--- src/rtl/control_pipeline_pkg.sv ---
// Shared decoder/control constants: opcodes, control-ROM indices, control-field encodings
// and the control-word / W-stage payload types.
package control_pipeline_pkg;

  localparam int unsigned IDX_W = 6;
  localparam int unsigned REG_W = 5;
  localparam int unsigned ALU_W = 4;
  localparam int unsigned IMM_W = 3;
  localparam int unsigned WB_W  = 2;
  localparam int unsigned LD_W  = 3;
  localparam int unsigned WE_W  = 4;

  localparam logic [6:0] OPC_LOAD   = 7'b0000011;
  localparam logic [6:0] OPC_OP_IMM = 7'b0010011;
  localparam logic [6:0] OPC_AUIPC  = 7'b0010111;
  localparam logic [6:0] OPC_STORE  = 7'b0100011;
  localparam logic [6:0] OPC_OP     = 7'b0110011;
  localparam logic [6:0] OPC_LUI    = 7'b0110111;
  localparam logic [6:0] OPC_BRANCH = 7'b1100011;
  localparam logic [6:0] OPC_JALR   = 7'b1100111;
  localparam logic [6:0] OPC_JAL    = 7'b1101111;

  localparam logic [IDX_W-1:0] IDX_AND     = 6'd9;
  localparam logic [IDX_W-1:0] IDX_LB      = 6'd10;
  localparam logic [IDX_W-1:0] IDX_LHU     = 6'd14;
  localparam logic [IDX_W-1:0] IDX_ADDI    = 6'd15;
  localparam logic [IDX_W-1:0] IDX_ANDI    = 6'd23;
  localparam logic [IDX_W-1:0] IDX_LUI     = 6'd24;
  localparam logic [IDX_W-1:0] IDX_AUIPC   = 6'd25;
  localparam logic [IDX_W-1:0] IDX_JAL     = 6'd26;
  localparam logic [IDX_W-1:0] IDX_JALR    = 6'd27;
  localparam logic [IDX_W-1:0] IDX_BR_LO   = 6'd28;
  localparam logic [IDX_W-1:0] IDX_BLTU    = 6'd36;
  localparam logic [IDX_W-1:0] IDX_BR_HI   = 6'd39;
  localparam logic [IDX_W-1:0] IDX_SB      = 6'd40;
  localparam logic [IDX_W-1:0] IDX_SH      = 6'd41;
  localparam logic [IDX_W-1:0] IDX_SW      = 6'd42;
  localparam logic [IDX_W-1:0] IDX_NOP     = 6'd63;

  localparam logic [WB_W-1:0] WB_MEM = 2'd0;
  localparam logic [WB_W-1:0] WB_ALU = 2'd1;
  localparam logic [WB_W-1:0] WB_PC4 = 2'd2;

  localparam logic [LD_W-1:0] LD_NONE = 3'd0;  // lb..lhu follow as 1..5

  localparam logic [IMM_W-1:0] IMM_I = 3'd0;
  localparam logic [IMM_W-1:0] IMM_S = 3'd1;
  localparam logic [IMM_W-1:0] IMM_B = 3'd2;
  localparam logic [IMM_W-1:0] IMM_U = 3'd3;
  localparam logic [IMM_W-1:0] IMM_J = 3'd4;

  // add..and occupy 0..9 in R-type index order; COPYB passes operand B (lui)
  localparam logic [ALU_W-1:0] ALU_ADD   = 4'd0;
  localparam logic [ALU_W-1:0] ALU_COPYB = 4'd10;

  typedef struct packed {
    logic             legal;
    logic             redirect;
    logic [ALU_W-1:0] alu_sel;
    logic             a_sel;
    logic             b_sel;
    logic [IMM_W-1:0] imm_sel;
    logic             br_un;
    logic [WE_W-1:0]  mem_we;
    logic             reg_we;
    logic [WB_W-1:0]  wb_sel;
    logic [LD_W-1:0]  ld_type;
  } ctrl_t;

  typedef struct packed {
    logic             valid;
    logic             reg_we;
    logic [WB_W-1:0]  wb_sel;
    logic [LD_W-1:0]  ld_type;
    logic [REG_W-1:0] rd;
    logic             illegal;
  } w_ctrl_t;

endpackage

--- src/rtl/control_pipeline_rom.sv ---
// Control ROM: combinational index -> control word lookup, including the legal flag.
module control_rom
  import control_pipeline_pkg::*;
(
  input  logic [IDX_W-1:0] rom_idx,
  output ctrl_t            ctrl_c
);

  always_comb begin
    ctrl_c = '0;
    if (rom_idx <= IDX_AND) begin
      ctrl_c.legal   = 1'b1;
      ctrl_c.alu_sel = ALU_W'(rom_idx);
      ctrl_c.reg_we  = 1'b1;
      ctrl_c.wb_sel  = WB_ALU;
    end else if (rom_idx <= IDX_LHU) begin
      ctrl_c.legal   = 1'b1;
      ctrl_c.b_sel   = 1'b1;
      ctrl_c.imm_sel = IMM_I;
      ctrl_c.reg_we  = 1'b1;
      ctrl_c.wb_sel  = WB_MEM;
      ctrl_c.ld_type = LD_W'(rom_idx - IDX_LB) + LD_W'(1);
    end else if (rom_idx <= IDX_ANDI) begin
      // slli..andi line up with the R-type ALU codes 2..9
      ctrl_c.legal   = 1'b1;
      ctrl_c.alu_sel = (rom_idx == IDX_ADDI) ? ALU_ADD : ALU_W'(rom_idx - 6'd14);
      ctrl_c.b_sel   = 1'b1;
      ctrl_c.imm_sel = IMM_I;
      ctrl_c.reg_we  = 1'b1;
      ctrl_c.wb_sel  = WB_ALU;
    end else if (rom_idx == IDX_LUI || rom_idx == IDX_AUIPC) begin
      ctrl_c.legal   = 1'b1;
      ctrl_c.alu_sel = (rom_idx == IDX_LUI) ? ALU_COPYB : ALU_ADD;
      ctrl_c.a_sel   = (rom_idx == IDX_AUIPC);
      ctrl_c.b_sel   = 1'b1;
      ctrl_c.imm_sel = IMM_U;
      ctrl_c.reg_we  = 1'b1;
      ctrl_c.wb_sel  = WB_ALU;
    end else if (rom_idx == IDX_JAL || rom_idx == IDX_JALR) begin
      ctrl_c.legal    = 1'b1;
      ctrl_c.redirect = 1'b1;
      ctrl_c.a_sel    = (rom_idx == IDX_JAL);
      ctrl_c.b_sel    = 1'b1;
      ctrl_c.imm_sel  = (rom_idx == IDX_JAL) ? IMM_J : IMM_I;
      ctrl_c.reg_we   = 1'b1;
      ctrl_c.wb_sel   = WB_PC4;
    end else if (rom_idx >= IDX_BR_LO && rom_idx <= IDX_BR_HI) begin
      ctrl_c.legal    = 1'b1;
      ctrl_c.redirect = rom_idx[0];
      ctrl_c.a_sel    = 1'b1;
      ctrl_c.b_sel    = 1'b1;
      ctrl_c.imm_sel  = IMM_B;
      ctrl_c.br_un    = (rom_idx >= IDX_BLTU);
    end else if (rom_idx >= IDX_SB && rom_idx <= IDX_SW) begin
      ctrl_c.legal   = 1'b1;
      ctrl_c.b_sel   = 1'b1;
      ctrl_c.imm_sel = IMM_S;
      ctrl_c.mem_we  = (rom_idx == IDX_SB) ? 4'b0001 :
                       (rom_idx == IDX_SH) ? 4'b0011 : 4'b1111;
    end else if (rom_idx == IDX_NOP) begin
      ctrl_c.legal = 1'b1;
    end
  end

endmodule

--- src/rtl/control_pipeline.sv ---
// X-stage control expansion, W-stage control register, redirect kill and retired counter.
// Define CTRL_FORWARDING_EN to enable the rs1/rs2 forwarding selects (tied low otherwise).
module control_pipeline
  import control_pipeline_pkg::*;
#(
  parameter int unsigned CNT_W = 32
) (
  input  logic             clk,
  input  logic             rst,
  input  logic             stall,
  input  logic [IDX_W-1:0] rom_idx,
  input  logic             idx_valid,
  input  logic [REG_W-1:0] rs1,
  input  logic [REG_W-1:0] rs2,
  input  logic [REG_W-1:0] rd,
  output logic [1:0]       pc_sel,
  output logic             flush,
  output logic [ALU_W-1:0] alu_sel,
  output logic             a_sel,
  output logic             b_sel,
  output logic [IMM_W-1:0] imm_sel,
  output logic             br_un,
  output logic [WE_W-1:0]  mem_we,
  output logic             fwd_a,
  output logic             fwd_b,
  output logic             w_reg_we,
  output logic [WB_W-1:0]  w_wb_sel,
  output logic [LD_W-1:0]  w_ld_type,
  output logic [REG_W-1:0] w_rd,
  output logic             w_illegal,
  output logic [CNT_W-1:0] instret
);

  ctrl_t            rom_c;
  w_ctrl_t          w_q, w_d;
  logic             kill_q, kill_d;
  logic [CNT_W-1:0] instret_q, instret_d;
  logic             live_c, eff_c, redirect_c;

  control_rom u_rom (
    .rom_idx (rom_idx),
    .ctrl_c  (rom_c)
  );

  assign live_c     = idx_valid & ~kill_q;
  assign eff_c      = live_c & rom_c.legal;
  assign redirect_c = eff_c & rom_c.redirect;

  // X-stage controls; ineffective slots present the all-zero NOP word
  always_comb begin
    pc_sel  = {1'b0, redirect_c};
    flush   = redirect_c;
    alu_sel = '0;
    a_sel   = 1'b0;
    b_sel   = 1'b0;
    imm_sel = '0;
    br_un   = 1'b0;
    mem_we  = '0;
    if (eff_c) begin
      alu_sel = rom_c.alu_sel;
      a_sel   = rom_c.a_sel;
      b_sel   = rom_c.b_sel;
      imm_sel = rom_c.imm_sel;
      br_un   = rom_c.br_un;
      mem_we  = stall ? '0 : rom_c.mem_we;
    end
  end

  // Next state: everything holds under stall
  always_comb begin
    w_d       = w_q;
    kill_d    = kill_q;
    instret_d = instret_q;
    if (!stall) begin
      w_d         = '0;
      w_d.valid   = live_c;
      w_d.illegal = live_c & ~rom_c.legal;
      if (eff_c) begin
        w_d.reg_we  = rom_c.reg_we & (rd != '0);
        w_d.wb_sel  = rom_c.wb_sel;
        w_d.ld_type = rom_c.ld_type;
        w_d.rd      = rd;
      end
      kill_d    = redirect_c;
      instret_d = instret_q + CNT_W'(w_q.valid);
    end
  end

  always_ff @(posedge clk) begin
    if (rst) begin
      w_q       <= '0;
      kill_q    <= 1'b0;
      instret_q <= '0;
    end else begin
      w_q       <= w_d;
      kill_q    <= kill_d;
      instret_q <= instret_d;
    end
  end

  assign w_reg_we  = w_q.reg_we;
  assign w_wb_sel  = w_q.wb_sel;
  assign w_ld_type = w_q.ld_type;
  assign w_rd      = w_q.rd;
  assign w_illegal = w_q.illegal;
  assign instret   = instret_q;

`ifdef CTRL_FORWARDING_EN
  assign fwd_a = w_q.valid & w_q.reg_we & (w_q.rd == rs1);
  assign fwd_b = w_q.valid & w_q.reg_we & (w_q.rd == rs2);
`else
  logic unused_rs;
  assign unused_rs = ^{rs1, rs2};
  assign fwd_a     = 1'b0;
  assign fwd_b     = 1'b0;
`endif

endmodule

--- config.mk ---
export PLATFORM = sky130hd
export DESIGN_NAME = control_pipeline
export DESIGN_NICKNAME = d
export VERILOG_FILES = /design/src/rtl/control_pipeline_pkg.sv /design/src/rtl/control_pipeline_rom.sv /design/src/rtl/control_pipeline.sv
export SDC_FILE = /design/constraint.sdc
export NUM_CORES = 1
export LEC_CHECK = 0
export CORE_UTILIZATION = 50
export CTS_CLUSTER_SIZE = 28
export DETAILED_ROUTE_END_ITERATION = 8
export DONT_BUFFER_PORTS = 1
export MAX_ROUTING_LAYER = met4
export PLACE_DENSITY_LB_ADDON = 0.08
export SLEW_MARGIN = 20
export SYNTH_ARGS = -nofsm -noshare
export SYNTH_HDL_FRONTEND = slang
export SYNTH_SLANG_ARGS = --single-unit
export TNS_END_PERCENT = 5
--- constraint.sdc ---
create_clock -name clk -period 1.7 [get_ports clk]
set_input_delay 0.17 -clock clk [delete_from_list [all_inputs] [get_ports clk]]
set_output_delay 0.17 -clock clk [all_outputs]
set_load 0.01 [all_outputs]
# == Yosys cells after proc, flatten, opt, wreduce, memory -nomap -nowiden ==
# Index checks and enable logic that the tools add are counted.
# Widths: inputs -> output; s select.
# op_classes
magnitude_cmp,8
n_mux,52
eq_ne,8
reduce_logical,5
n_bitwise,7
addsub,4
# op_table
op,count
$mux 4,16
$add 32x1->32,1
$mux 5,6
$mux 3,9
$eq 6x5->1 const B,4
$eq 6x6->1 const B,3
$mux 1,17
$ge 6x6->1 const B,2
$le 6x4->1 const B,2
$le 6x6->1 const B,2
$mux 11,1
$mux 10,1
$eq 6x4->1 const B,1
$ge 6x5->1 const B,1
$le 6x5->1 const B,1
$mux 6,1
$and 1x1->1,5
$reduce_bool 5->1,1
$sub 4x4->4 const B,1
$add 3x1->3 const B,1
$sub 3x2->3 const B,1
$logic_and 1x1->1,2
$logic_or 1x1->1,2
$mux 2,1
$not 1->1,2
# totals
in_bits,25
output_inout_bits,63
ff_bits,46

# == Logic depth before layout (Yosys ltp) ==
# Gate-level depths: netlist (run 1).
# logic_depth
ltp_word,12
mapped_depth,9

# == Cells and area by module ==
# Synthesis (run 1) repeated with hierarchy kept, for this count alone.
# unflattened
cells_unflattened,351
area_unflattened_um2,2860.2
# modules_own_cells
mod,cells_per_inst,seq_area_each_um2,area_per_inst_um2,instances
control_pipeline,274,920.9,2293.4,1
control_rom,77,0.0,566.8,1

# == Worst setup path after synthesis (run 1) ==
# No wires, ideal clock.
# synth_timing
path_type,input-to-output
start,input port rom_idx[1]
end,output port mem_we[3]
cell_stages,9
n_path_buf,2
arrival_time_ns,1.699
required_ns,1.530
path_slack_ns,-0.169
cell_sequence,inv_1 -> ha_1 -> o21bai_2 -> a41oi_1 -> a211oi_2 -> a21o_1 -> buf_2 -> nor2_1 -> buf_4
# synth_between
elab_chain_len,12
elab_cells_between_ends,38
classes_between,order compare: 7; eq/ne: 7; mux: 19; bitwise: 1; reduce/logical: 4
# synth_rtl
element,line_no,text
from (decl),control_pipeline.sv:11,"input logic [IDX_W-1:0] rom_idx,"
branches (longest 11 deep; another with $ge 6x6->1),--,
$mux 4 *,control_pipeline.sv:59,if (eff_c) begin
to (decl),control_pipeline.sv:23,"output logic [WE_W-1:0] mem_we,"
# Mark *: on every way between the ends.

# == Worst setup path in the final report (run 1) ==
# layout_timing
start,input port rom_idx[0]
end,output port alu_sel[2]
# layout_between
elab_chain_len,11
elab_cells_between_ends,33
classes_between,add/sub: 1; order compare: 7; eq/ne: 6; mux: 14; bitwise: 1; reduce/logical: 4
# layout_rtl
element,line_no,text
$ge 6x6->1 (tied with other cells),control_pipeline_rom.sv:54,end else if (rom_idx >= IDX_SB && rom_idx <= IDX_SW) begin
$logic_and 1x1->1 or $mux 1 (tied branches),"control_pipeline_rom.sv:54, control_pipeline_rom.sv:60",
$mux 1,control_pipeline_rom.sv:54,
$mux 1,control_pipeline_rom.sv:47,end else if (rom_idx >= IDX_BR_LO && rom_idx <= IDX_BR_HI) begin
$mux 2,control_pipeline_rom.sv:39,end else if (rom_idx == IDX_JAL || rom_idx == IDX_JALR) begin
$mux 1,control_pipeline_rom.sv:31,end else if (rom_idx == IDX_LUI || rom_idx == IDX_AUIPC) begin
$mux 1,control_pipeline_rom.sv:23,end else if (rom_idx <= IDX_ANDI) begin
$mux 1,control_pipeline_rom.sv:16,end else if (rom_idx <= IDX_LHU) begin
$mux 1,control_pipeline_rom.sv:11,if (rom_idx <= IDX_AND) begin
$and 1x1->1,control_pipeline.sv:46,assign eff_c = live_c & rom_c.legal;
$mux 4 *,control_pipeline.sv:59,
to (decl),control_pipeline.sv:18,"output logic [ALU_W-1:0] alu_sel,"
# Mark *: on every way between the ends. The rest lies on a longest branch, timed or not.

==> flow_summary.ini, run 1 <==
[outcome]
status = completed

[floorplan]
rows = 25
ioPinCount = 88
core-area_um2 = 4850
fp.dieW_um = 73.9
die_h_um = 73.9
initial_core_util = 0.532
die-area_um2 = 5450

[synth]
synthMuxAreaShare = 0.0116
synth_adder_area_share = 0.0388
synth_area_leaders = dfxtp_1, xor2_1, nor2_1
synth_warnings = 0
ys_seq_area_frac = 0.357
synth_xor_area_frac = 0.0984
synth.largest_area_cell = dfxtp_1
syn_area_per_cell_um2 = 8.44
synth-edff-count = 0
synth_top_family_by_area = simple AND/OR/NAND/NOR gates
netlist_area_um2 = 2580
synth-compound-area-share = 0.123
ys_seq_elements = 46
yosys.area_share.simple = 0.293
synthArstFlopShare = 0
ys_types = 53
yosys_most_used_dff = dfxtp_1
yosysTopAreaCellShare = 0.357
synth_cells = 306

[detailed_routing]
met2_length_mm = 2.98
wire_per_inst_um = 14.1
drt_iter0_drc = 85
wl_met3_um = 319
via_per_inst = 5.40
ant_nets = 0
topRoutingLayerUsed = met4
drc = 0
routed_wl_mm = 5.87
first_pass_iters = 4
num_vias = 2243
wl_met1_mm = 2.52

[global_route]
grt_max_degree = 38
overflow = 0
antenna_found_initial = 0
grt_usage = 0.235
grt_pass1_wl_mm = 9.52
grt_pass1_vias = 2107

[pwr]
share_comb_of_total_power = 0.096
pwr_density_cell_nw_per_um2 = 671
swShare = 0.239
p_int_uw = 1620
pwr-share-clk = 0.388
power_frac_seq = 0.515
leakage_uw = 0.00133
switchingPower_uw = 508
vdd_ir_drop_max_mv = 0.392

[hold_path]
holdCritPathClass = input pin to register

[setup_path]
cp-end-kind = primary output
cp_data_arrival_time_ps = 1510
crit_type = input pin to primary output
path_cells = inv_1 -> ha_2 -> o21bai_1 -> a41oi_2 -> a211oi_2 -> a21o_4 -> buf_4 -> nor3_4
worstPathMaxFanout = 10
critPathRequiredTime_ps = 1530
start_kind = input pin
slowest_stage = a21o_4
cp_slowest_stage_delay_ps = 270

[cts]
cts_buffer_depth = 2
cts_setup_buffers = 0
h-tree-depth = 2
cts_buffers = 5
root_buffer = clkbuf_8
cts_tree = done
cts_sinks = 46
clk_latency_ps = 300
clkTransAtPathRegs_ps = 80

[timing]
min_period_over_period = 0.986
fin_worst_skew_ps = 10.0
grt_setup_unrepaired = true
fin_ws_ps = 23.6
hold_slack_ps = 17.1
hold_viol = 0
final_max_slew_viol_count = 0
finalCriticalPeriod_ps = 1680
clock.fmax_ghz = 0.597
finalSetupViolations = 0
tightest_slew_ps = 588
relSlewSlack = 0.607

[run]
cap_violations = 0

[placement]
globalplace.congestion = 0.922
dpl.cell_count = 404
portBuffers = 0
placed_area_um2 = 2950
hpwlAfterDp_mm = 4.29
dp_slack_ps = -101

[final_layout]
fillers = 424
layout.cells.non_filler = 415
regArea_um2 = 923
n_antenna_cell = 0
drive_above_1_share = 0.267
stdcell_area_um2 = 3170
nets = 380
syn_to_final_growth_pct = 22.9
multi_input_area_um2 = 1560
-- per-stage QoR --
stage / TNS [ps] / util / total power [uW]
5_1_grt: -143 / 0.654 / 2230
6_report: 0 / 0.654 / 2130
4_1_cts: -3.34 / 0.643 / 2150
3_3_place_gp: -278 / 0.609 / 1290
3_5_place_dp: -549 / 0.609 / 1290
2_1_floorplan: -46.8 / - / 1280
-- per-layer routing --
| metal | track usage | vias up |
|---|---|---|
| li1 | - | 1132 |
| met1 | 0.276 | 1044 |
| met2 | 0.391 | 61 |
| met3 | 0.0617 | 6 |
| met4 | 0.0726 | 0 |
| met5 | - | - |
-- registers in the layout, indices dropped and copies added (netlist names) --
name       cells
w_ld_type      3
w_reg_we       1
w_illegal      1
w_wb_sel       2
w_q            1
w_rd           5
kill_q         1
instret       32
-- worst max-delay path: cells and delay by family --
kind / cells / cell delay [ps]
AOI/OAI and AO/OA: 4 / 680
adders and majority gates: 1 / 210
buffers and inverters: 2 / 240
and+or+nand+nor: 1 / 210
-- cells in the mapped netlist, drive strengths merged, types with 2 or more instances --
library cell	count
xor2	20
mux2i	3
or4	2
buf	21
a21oi	11
and3	4
nand3	10
o31ai	3
nor2	43
o21bai	2
nand3b	2
a2bb2oi	2
nor3	11
nand4	13
nand2b	3
ha	8
dfxtp	46
o21ai	8
nor2b	7
clkbuf	6
and2	2
a32o	5
xnor2	9
inv	9
or3	3
nor4	4
a211oi	3
and4bb	2
nand2	28
-- final timing paths --
check                endpoint  cells after the start  slack [ps]  startpoint
setup / recovery   alu_sel[2]                      8          20  rom_idx[0]
hold / removal        w_q[12]                      2          20       stall
hold reg to reg        kill_q                      2         470      kill_q
setup reg to reg  instret[14]                      8         120  instret[0]
-- layout make-up --
cell class | instances | share of cell area
clock buffers | 5 | 0.0217
clock inverters | 3 | 0.0138
repair buffers | 59 | 0.145
multi-input cells | 226 | 0.491
well taps | 67 | 0.0264
flip-flops and latches | 46 | 0.291
inverters | 9 | 0.0106
-- repair_timing --
action	in CTS	in global routing
hold buffers	3	0
hold endpoints to repair	38	0
endpoints found under the setup margin	8	19
pin swaps	1	2
resized for setup	3	14
-- cell usage in the layout, fill, tap and decap left out, types with 5 or more instances in the layout --
cell,Yosys,layout
inv_1,9,9
a32o_1,5,5
nand3_1,10,10
a21oi_1,11,10
buf_4,15,56
nand2_1,28,28
nor2b_1,7,7
ha_1,8,5
nor3_1,11,7
clkbuf_8,0,5
xor2_1,20,20
nand4_1,12,12
xnor2_1,9,9
dfxtp_1,46,44
o21ai_0,8,7
nor2_1,43,41
-- kinds of logic after synthesis --
kind of cell	Yosys count
AOI/OAI and AO/OA	44
adders and majority gates	8
DFF	46
and+or+nand+nor	139
buffers and inverters	36
muxes	3
xor gates and xnor gates	29
other	1
-- power groups by stage --
stage | clock network, uW | registers (uW) | logic, uW
final | 827 | 1100 | 205
after global routing | 899 | 1100 | 228
after CTS | 853 | 1100 | 197
after detailed placement | 0 | 1120 | 171
after global placement | 0 | 1120 | 170
after floorplan | 0 | 1120 | 157
Note: power is estimated with default switching activity, not from simulation.
==> run 2, diff against run 1 <==
Clock period 1.7 ns to 2.15 ns, I/O delays scaled along.
==> flow_summary.ini, run 2 (synthesis results as in run 1) <==
[detailed_routing]
via_per_inst = 5.60
num_vias = 2090
drt_iter0_drc = 95
wire_per_inst_um = 14.4
drc = 0
ant_nets = 0
routed_wl_mm = 5.36
first_pass_iters = 6

[pwr]
vdd_ir_drop_max_mv = 0.415
pwr_density_cell_nw_per_um2 = 571
leakage_uw = 0.00109

[timing]
hold_viol = 0
min_period_over_period = 0.930
tightest_slew_ps = 616
final_max_slew_viol_count = 0
grt_setup_unrepaired = false
relSlewSlack = 0.588
fin_ws_ps = 150
setup_tns_ps = 0
finalCriticalPeriod_ps = 2000
finalSetupViolations = 0
clock.fmax_ghz = 0.500
fin_worst_skew_ps = 8.74

[cts]
cts_buffers = 5
cts-resized-gates = 0
cts_tree = done
cts_sinks = 46
root_buffer = clkbuf_8
clk_latency_ps = 290
cts_setup_buffers = 0
h-tree-depth = 2
cts_buffer_depth = 2
clkTransAtPathRegs_ps = 70

[final_layout]
fin_util = 0.568
fillers = 464
largest_reg_flops = 32
mostFrequentLayoutCells = dfxtp_1, nor2_1, nand2_1
nets = 338
final_common_cell = dfxtp_1
syn_to_final_growth_pct = 6.69
multi_input_area_um2 = 1470
regArea_um2 = 921
drive_above_1_share = 0.121
n_antenna_cell = 0
layout.cells.non_filler = 373

[floorplan]
fp.dieW_um = 73.9
core-area_um2 = 4850
die-area_um2 = 5450
initial_core_util = 0.532
die_h_um = 73.9
rows = 25
ioPinCount = 88

[hold_path]
holdCritPathClass = input pin to register
holdCritStartpoint = rst

[placement]
hpwlAfterDp_mm = 3.95
globalplace.congestion = 0.840
dpl.cell_count = 364
portBuffers = 0
dp_slack_ps = 168

[global_route]
grt_pass1_vias = 1953
grt_pass1_wl_mm = 9.01
overflow = 0
grt_max_degree = 37
grt_usage = 0.215
antenna_found_initial = 0

[setup_path]
worstPathMaxFanout = 10
start_kind = input pin
rr_startpoint = kill_q
startpoint = rom_idx[1]
crit_type = input pin to primary output
critPathRequiredTime_ps = 1930
cp_data_arrival_time_ps = 1780
cp-end-kind = primary output

[run]
cap_violations = 0

[outcome]
status = completed
[run 2: cell count changes in the layout (fill, tap and decap cells not counted), sizes merged]
cell | before | now
dlygate4sd3 | 2 | 0
bufinv | 1 | 0
clkbuf | 5 | 7
inv | 10 | 9
buf | 57 | 17
[run 2: worst paths after layout]
| check | endpoint | slack (ps) | depth (start not counted) |
|---|---|---|---|
| setup / recovery | imm_sel[2] | 150 | 7 |
| hold / removal | w_illegal | 30 | 1 |
| setup reg to reg | kill_q | 380 | 5 |
| hold reg to reg | w_q[12] | 490 | 2 |
[run 2: metal layers]
layer / vias to the layer above / global-route usage / part of all wire / routed length [um]
met1: 972 / 0.259 / 0.45 / 2430
met4: 0 / 0.0534 / 0.013 / 70
met3: 8 / 0.0576 / 0.063 / 340
met5: - / - / 0 / 0
li1: 1048 / - / - / -
met2: 62 / 0.356 / 0.47 / 2520
[run 2: cell type report]
| type | count | area share |
|---|---|---|
| Multi-Input combinational cell | 226 | 0.534 |
| Sequential cell | 46 | 0.334 |
| Timing Repair Buffer | 17 | 0.0509 |
| Clock buffer | 7 | 0.0350 |
| Tap cell | 67 | 0.0304 |
| Inverter | 9 | 0.0123 |
| Clock inverter | 1 | 0.00318 |
[run 2: per-stage QoR]
step | total power, uW | cell area [um^2] | hold slack (ps)
floorplan | 1000 | 2590 | 327
global placement | 1000 | 2630 | 292
global route | 1650 | 2750 | 22.7
finish | 1570 | 2750 | 32.7
CTS | 1600 | 2750 | 17.2
detailed placement | 1010 | 2630 | 293
[run 2: report_power, final]
group / internal, uW / switching [uW] / total (uW)
clock: 295 / 278 / 573
sequential: 859 / 8.09 / 867
combinational: 54.6 / 78.1 / 133
total: 1210 / 364 / 1570
[run 2: timing repair]
item,CTS,global route
endpoints found under the hold margin,36,0
hold buffers,1,0
setup endpoints to repair,0,0
[run 2: critical path: stages]
cell	delay (ps)
inv_1	110
ha_1	270
o21bai_2	90
a41oi_1	300
a211oi_2	100
a21o_1	310
nor3_1	390
